--- src/rtl/btb_predictor.sv ---
// ---------------------------------------------------------------------------
// btb_predictor
//   Direct-mapped branch target buffer with a 2-bit saturating direction
//   counter per entry. The fetch stage looks up if_pc combinationally and gets
//   a predicted next PC in the same cycle. The execute stage trains the table
//   with resolved branches one cycle at a time.
//
// Ports
//   clk        : single clock; every table write happens on its rising edge
//   rst        : asynchronous, active-high reset
//   if_pc      : fetch PC being looked up
//   pc_pre     : predicted next PC (32'h0 when there is no prediction)
//   btb_en     : prediction valid (hit and counter in a taken state)
//   upd_en     : a resolved branch/jump trains the table this cycle
//   upd_pc     : PC of the resolved branch
//   upd_taken  : resolved direction
//   upd_target : resolved taken target
// ---------------------------------------------------------------------------
module btb_predictor #(
    parameter int IDX_W = 4,
    parameter int TAG_W = 30 - IDX_W
) (
    input  logic        clk,
    input  logic        rst,
    input  logic [31:0] if_pc,
    output logic [31:0] pc_pre,
    output logic        btb_en,
    input  logic        upd_en,
    input  logic [31:0] upd_pc,
    input  logic        upd_taken,
    input  logic [31:0] upd_target
);

    localparam int DEPTH = 2 ** IDX_W;

    // Table state
    logic              valid_q  [DEPTH];
    logic [TAG_W-1:0]  tag_q    [DEPTH];
    logic [31:0]       target_q [DEPTH];
    logic [1:0]        ctr_q    [DEPTH];

    logic              valid_d  [DEPTH];
    logic [TAG_W-1:0]  tag_d    [DEPTH];
    logic [31:0]       target_d [DEPTH];
    logic [1:0]        ctr_d    [DEPTH];

    // Address decomposition; pc[1:0] never participates
    logic [IDX_W-1:0]  lk_idx_s;
    logic [TAG_W-1:0]  lk_tag_s;
    logic [IDX_W-1:0]  up_idx_s;
    logic [TAG_W-1:0]  up_tag_s;
    logic              lk_hit_s;
    logic              up_hit_s;

    assign lk_idx_s = if_pc[IDX_W+1:2];
    assign lk_tag_s = if_pc[31:IDX_W+2];
    assign up_idx_s = upd_pc[IDX_W+1:2];
    assign up_tag_s = upd_pc[31:IDX_W+2];

    // Zero-latency lookup; reads the registered table, so a same-cycle update
    // to this index is only visible from the next cycle on
    always_comb begin
        lk_hit_s = valid_q[lk_idx_s] && (tag_q[lk_idx_s] == lk_tag_s);
        btb_en   = lk_hit_s && ctr_q[lk_idx_s][1];
        if (btb_en) begin
            pc_pre = target_q[lk_idx_s];
        end else begin
            pc_pre = 32'h0000_0000;
        end
    end

    // Next-state for the training port; only the addressed entry can change
    always_comb begin
        valid_d  = valid_q;
        tag_d    = tag_q;
        target_d = target_q;
        ctr_d    = ctr_q;
        up_hit_s = valid_q[up_idx_s] && (tag_q[up_idx_s] == up_tag_s);
        if (upd_en) begin
            if (up_hit_s) begin
                if (upd_taken) begin
                    target_d[up_idx_s] = upd_target;
                    if (ctr_q[up_idx_s] != 2'b11) begin
                        ctr_d[up_idx_s] = ctr_q[up_idx_s] + 2'b01;
                    end else begin
                        ctr_d[up_idx_s] = 2'b11;
                    end
                end else begin
                    if (ctr_q[up_idx_s] != 2'b00) begin
                        ctr_d[up_idx_s] = ctr_q[up_idx_s] - 2'b01;
                    end else begin
                        ctr_d[up_idx_s] = 2'b00;
                    end
                end
            end else if (upd_taken) begin
                // Allocate over whatever occupies this slot, weakly taken
                valid_d[up_idx_s]  = 1'b1;
                tag_d[up_idx_s]    = up_tag_s;
                target_d[up_idx_s] = upd_target;
                ctr_d[up_idx_s]    = 2'b10;
            end else begin
                // Not-taken branches that miss are not worth a slot
                valid_d[up_idx_s] = valid_q[up_idx_s];
            end
        end else begin
            valid_d = valid_q;
        end
    end

    // Table registers; reset empties the table and parks counters weakly not-taken
    always_ff @(posedge clk or posedge rst) begin
        if (rst) begin
            for (int i = 0; i < DEPTH; i++) begin
                valid_q[i]  <= 1'b0;
                tag_q[i]    <= {TAG_W{1'b0}};
                target_q[i] <= 32'h0000_0000;
                ctr_q[i]    <= 2'b01;
            end
        end else begin
            valid_q  <= valid_d;
            tag_q    <= tag_d;
            target_q <= target_d;
            ctr_q    <= ctr_d;
        end
    end

endmodule

--- config.mk ---
export PLATFORM = sky130hd
export DESIGN_NAME = btb_predictor
export DESIGN_NICKNAME = d
export VERILOG_FILES = /design/src/rtl/btb_predictor.sv
export SDC_FILE = /design/constraint.sdc
export NUM_CORES = 2
export LEC_CHECK = 0
export BUFFER_PORTS_ARGS = -buffer_cell sky130_fd_sc_hd__buf_2
export CAP_MARGIN = 25
export CORE_MARGIN = 4
export CORE_UTILIZATION = 45
export DETAILED_ROUTE_END_ITERATION = 16
export GPL_TIMING_DRIVEN = 0
export HOLD_SLACK_MARGIN = 0.06
export MAX_ROUTING_LAYER = met4
export PLACE_DENSITY = 0.59
export SLEW_MARGIN = 20
export SYNTH_ARGS = -nofsm -noshare
export SYNTH_HDL_FRONTEND = slang
export SYNTH_SLANG_ARGS = --single-unit
--- constraint.sdc ---
create_clock -name clk -period 60.5 [get_ports clk]
set_input_delay 9.075 -clock clk [delete_from_list [all_inputs] [get_ports clk]]
set_output_delay 9.075 -clock clk [all_outputs]
set_load 0.01 [all_outputs]
# Word-level counts from Yosys, hierarchy flattened
# Index checks and enable logic that the tools add are counted.
[totals] ff_bits=976 latch_bits=0 ram_bits=0 rom_bits=0 wordCells=133 memories=0
[classes] n_addsub=2 n_mul=0 div_mod_pow=0 n_lt_le_gt_ge=3 eq_ne=3 shift=0 mux=41 bitwise_logic=10 n_reduce_logical=10
[ops] cell="$bwmux W512" n=1
[ops] cell="$bwmux W416" n=1
[ops] cell="$mux W32" n=9
[ops] cell="$bmux W26 S4" n=2
[ops] cell="$mux W26" n=5
[ops] cell="$bmux W32 S4" n=1
[ops] cell="$demux W32 S4" n=1
[ops] cell="$demux W26 S4" n=1
[ops] cell="$bwmux W32" n=2
[ops] cell="$eq A26 B26 Y1" n=2
[ops] cell="$and A32 B32 Y32" n=1
[ops] cell="$not A32 Y32" n=1
[ops] cell="$or A16 B16 Y16" n=2
[ops] cell="$or A32 B32 Y32" n=1
[ops] cell="$and A16 B16 Y16" n=1
[ops] cell="$bmux W2 S4" n=2
[ops] cell="$bwmux W16" n=1
[ops] cell="$mux W16" n=1
[ops] cell="$not A16 Y16" n=1
[ops] cell="$ge A5 B5 Y1 const B" n=2
[ops] cell="$mux W2" n=5
[ops] cell="$not A4 Y5" n=2
[ops] cell="$bmux W1 S4" n=2
[ops] cell="$demux W2 S4" n=1
[ops] cell="other kinds (11)" n=21

# Logic depth before layout (Yosys ltp)
[logic_depth] word_depth=10 mapped_depth=17

# Least setup slack after synthesis
# OpenSTA, ideal clock, no wires.
[synth_timing] kind="input port to output port" startpoint="input if_pc[2]" endpoint="output pc_pre[0]" t_arrival_ns=12.199 required_time_ns=51.425 setup_slack_ns=39.226 path_stages=12 cell_sequence="clkbuf_1 > buf_2 > buf_1 > clkbuf_1 > mux4_2 > mux4_2 > xnor2_1 > nand4_1 > nor3_1 > nand4_1 > clkbuf_1 > nor2b_1"
[synth_via] elab_chain_len=8 word_cells_on_any_way=17 cone_classes="eq/ne: 1; mux: 13; bitwise: 1; reduce/logical: 2"
[synth_lines] item="start, declared" line_no="25" source="input logic [31:0] if_pc,"
[synth_lines] item="$not A4 Y5 (implied by the code) *" line_no="63, 64, 66"
[synth_lines] item="$bmux W26 S4" line_no="63" source="lk_hit_s = valid_q[lk_idx_s] && (tag_q[lk_idx_s] == lk_tag_s);"
[synth_lines] item="$mux W26 (implied by the code) (2 in series)" line_no="63"
[synth_lines] item="$eq A26 B26 Y1" line_no="63"
[synth_lines] item="$logic_and A1 B1 Y1" line_no="63"
[synth_lines] item="$logic_and A1 B1 Y1" line_no="64" source="btb_en = lk_hit_s && ctr_q[lk_idx_s][1];"
[synth_lines] item="$mux W32 *" line_no="65" source="if (btb_en) begin"
[synth_lines] item="end, declared" line_no="26" source="output logic [31:0] pc_pre,"
# Every way passes the cells marked *; elsewhere a longest branch is shown, timed or not. The select of a mux whose other input is x is not followed.

# Final worst setup path
[layout_timing] startpoint="input if_pc[2]" endpoint="output pc_pre[11]"
# The elaborated chain is that of the path after synthesis.

==> flow_metrics.env <==
export IMPL_outcome="complete, no violations"
export IMPL_start_util_pct=45.6
export IMPL_cts_buffer_depth=3
export IMPL_fin_nets=3686
export IMPL_p_per_area_nw_per_um2=34.3
export IMPL_fill_cells=9328
export IMPL_die_area_sq_um=116000
export IMPL_rr_worst_depth=9
export IMPL_worst_ep_required_time_ns=51.43
export IMPL_cp_slowest_cell="nand4_1"
export IMPL_die_h_microns=341
export IMPL_syn_area_sq_um=49800
export IMPL_r2r_start="tag_q[376]"
export IMPL_max_stage_delay_ns=0.80
export IMPL_port_buffers=100
export IMPL_yosys_register_bits=976
export IMPL_cts_tree="done"
export IMPL_routedWlPerCell_microns=32.9
export IMPL_grt_max_degree=102
export IMPL_r2r_end="tag_q[408]"
export IMPL_drtIter0Drc=3095
export IMPL_ant_nets=0
export IMPL_synth_area_per_cell_sq_um=14.9
export IMPL_crit_chain="clkbuf_1 > buf_2 > buf_1 > clkbuf_2 > mux4_2 > mux4_2 > xnor2_1 > nand4_1 > nor3_1 > nand4_1 > clkbuf_2 > nor2b_1 > buf_2"
export IMPL_setup_violations=0
export IMPL_yosysSeqAreaShare_pct=49.1
export IMPL_end_kind="primary output"
export IMPL_setup_ws_ns=36.45
export IMPL_period_minus_slack_ns=24.05
export IMPL_cts_root_buf="clkbuf_16"
export IMPL_p_leak_nw=25.3
export IMPL_drv_cap=0
export IMPL_area_delta_synth_final_pct=13.9
export IMPL_grt_pass1_vias=32800
export IMPL_dp_slack_ns=35.97
export IMPL_min_to="target_q[497]"
export IMPL_routabilityCongestion=0.958
export IMPL_synth_net_count=3442
export IMPL_worstPathArrival_ns=14.97
export IMPL_highest_layer="met4"
export IMPL_fin_tns_setup_ns=0
export IMPL_hold_ws_ns=0.465
export IMPL_rsz0062_at_grt="no"
export IMPL_fmax_ghz=0.0416
export IMPL_vdd_drop_max_mv=0.0265
export IMPL_yosysTopAreaCellShare_pct=48.2
export IMPL_synth_edf_count=0
export IMPL_vias=32400
export IMPL_dr_pass1_iters=5
export IMPL_overflow=0
export IMPL_worst_clock_skew_ns=0.0772
export IMPL_regToRegSetupSlack_ns=55.99
export IMPL_ys_dominant_reg_cell="dfrtp_1"
export IMPL_critPathMaxFanout=10
export IMPL_antenna_found_initial=17
export IMPL_cts_buffers=108
export IMPL_fp_dieW_microns=341
export IMPL_viasPerCell=6.27
export IMPL_grt_pass1_wl_mm=244
export IMPL_yosys_warnings=0
export IMPL_start_kind="primary input"
export IMPL_final_hold_violation_count=0
export IMPL_synth_largest_area_cell="dfrtp_1"
export IMPL_grt_usage_pct=30.1
export IMPL_drc=0
export IMPL_synth_area_leaders="dfrtp_1, mux4_2, mux2_2"
export IMPL_fp_coreArea_sq_um=109000
export IMPL_hpwl_mm=113
export IMPL_dr_wl_met2_mm=77.8
export IMPL_hold_path_depth=2
export IMPL_clkTransAtPathRegs_ns=0.06
export IMPL_post_cts_buffers=0
export IMPL_htreeDepth=3
export IMPL_route_met3_wl_mm=14.7
export IMPL_ctsResizeCount=0
export IMPL_m1WireLength_mm=70.3
export IMPL_synthArstFlopShare_pct=100
export IMPL_drt_wl_total_mm=170
export IMPL_synthCells=3340
export IMPL_finalCritPeriodShare_pct=39.8
export IMPL_hold_path_class="flip-flop to flip-flop"
export IMPL_multi_input_area_sq_um=23700
export IMPL_hold_start="target_q[497]"
export IMPL_io_pins=133
export IMPL_cts_sinks=976
export IMPL_tightest_slew_ns=1.15
export IMPL_drive_gt1_share_pct=47.6
export IMPL_slew_headroom_pct=23.5
export IMPL_ys_types=74
export IMPL_num_rows=121
export IMPL_ff_latch_area_sq_um=24400
export IMPL_slew_violations=0
export IMPL_clock_latency_ns=0.73
export IMPL_worstSetupPathType="primary input to primary output"
export IMPL_cts_hold_buf=0
-- cells in the mapped netlist, types with 6 or more instances --
cell / instances
xnor2_1: 35
buf_12: 17
buf_6: 6
nor2_1: 45
buf_2: 48
dfstp_2: 16
o211ai_1: 6
nor3_1: 12
a22oi_1: 7
clkbuf_1: 166
a21oi_1: 6
mux4_2: 394
nand4_1: 15
buf_4: 22
mux2i_1: 54
buf_1: 49
nand2_8: 8
nand2_1: 332
nand3_1: 37
inv_1: 7
nor2b_1: 40
mux2_2: 695
o31ai_1: 14
o21ai_0: 51
nor4_1: 11
dfrtp_1: 960
o21ai_1: 10
mux2_4: 160
o22ai_1: 7
xor2_1: 16
-- where the power goes --
group | internal [W] | switching (W)
combinational | 0.000221 | 0.000154
clock | 0.000419 | 0.000290
sequential | 0.000780 | 0.0000824
total | 0.00142 | 0.000526
-- per-layer routing --
layer / up-vias / global-route usage, %
met5: - / -
met4: 0 / 11.2
met3: 375 / 6.85
met2: 1494 / 45.1
met1: 17600 / 40.4
li1: 13000 / -
-- final cells by class --
type / instances / area share [%]
Inverter: 8 / 0.0662
Multi-Input combinational cell: 2047 / 41.8
Clock buffer: 158 / 5.63
Clock inverter: 45 / 1.16
Antenna cell: 15 / 0.0662
Timing Repair Buffer: 134 / 1.94
Sequential cell: 976 / 43.1
Buffer: 309 / 2.97
Tap cell: 1476 / 3.26
-- through the flow --
step	power, W	utilization (%)	instance area, sq um	cells
after floorplan	0.00113	-	49800	3340
after global placement	0.00123	47.7	52200	4916
after detailed placement	0.00124	48.3	52800	4949
after CTS	0.00195	51.8	56700	5152
after global routing	0.00202	51.9	56700	5165
final	0.00195	51.9	56700	5168
-- registers in the layout, summed over array words and instances, names as in the netlist --
register  flops
ctr_q        32
tag_q       416
target_q    512
valid_q      16
-- worst max path at each step --
stage	cells past startpoint	to	startpoint
2_1_floorplan	1	ctr_q[11]	rst
3_3_place_gp	2	tag_q[174]	rst
3_5_place_dp	13	pc_pre[11]	if_pc[2]
4_1_cts	13	pc_pre[11]	if_pc[2]
5_1_grt	13	pc_pre[11]	if_pc[2]
6_report	13	pc_pre[11]	if_pc[2]
-- cell usage in the layout, fill, tap and decap left out, types with 40 or more instances in the layout --
cell / synthesis / routed
mux4_2: 394 / 394
mux2_2: 695 / 695
mux2_4: 160 / 160
clkbuf_1: 166 / 167
nand2_1: 332 / 332
nor2b_1: 40 / 40
buf_2: 48 / 170
mux2i_1: 54 / 54
nor2_1: 45 / 44
dfrtp_1: 960 / 960
clkbuf_16: 0 / 108
o21ai_0: 51 / 51
-- worst max-delay path: cells and delay by family --
family / cells / cell delay [ns]
buf+inv: 6 / 2.32
simple gates: 4 / 2.05
mux: 2 / 0.87
xor+xnor: 1 / 0.61
-- kinds of logic after synthesis --
group                      synth area share, %
buffers and inverters                     3.34
and+or+nand+nor                           5.23
xor gates and xnor gates                 0.897
DFF                                       49.1
muxes                                     39.4
AOI/OAI and AO/OA                         1.97
adders and majority gates               0.0502
(Power assumes the default switching activity.)
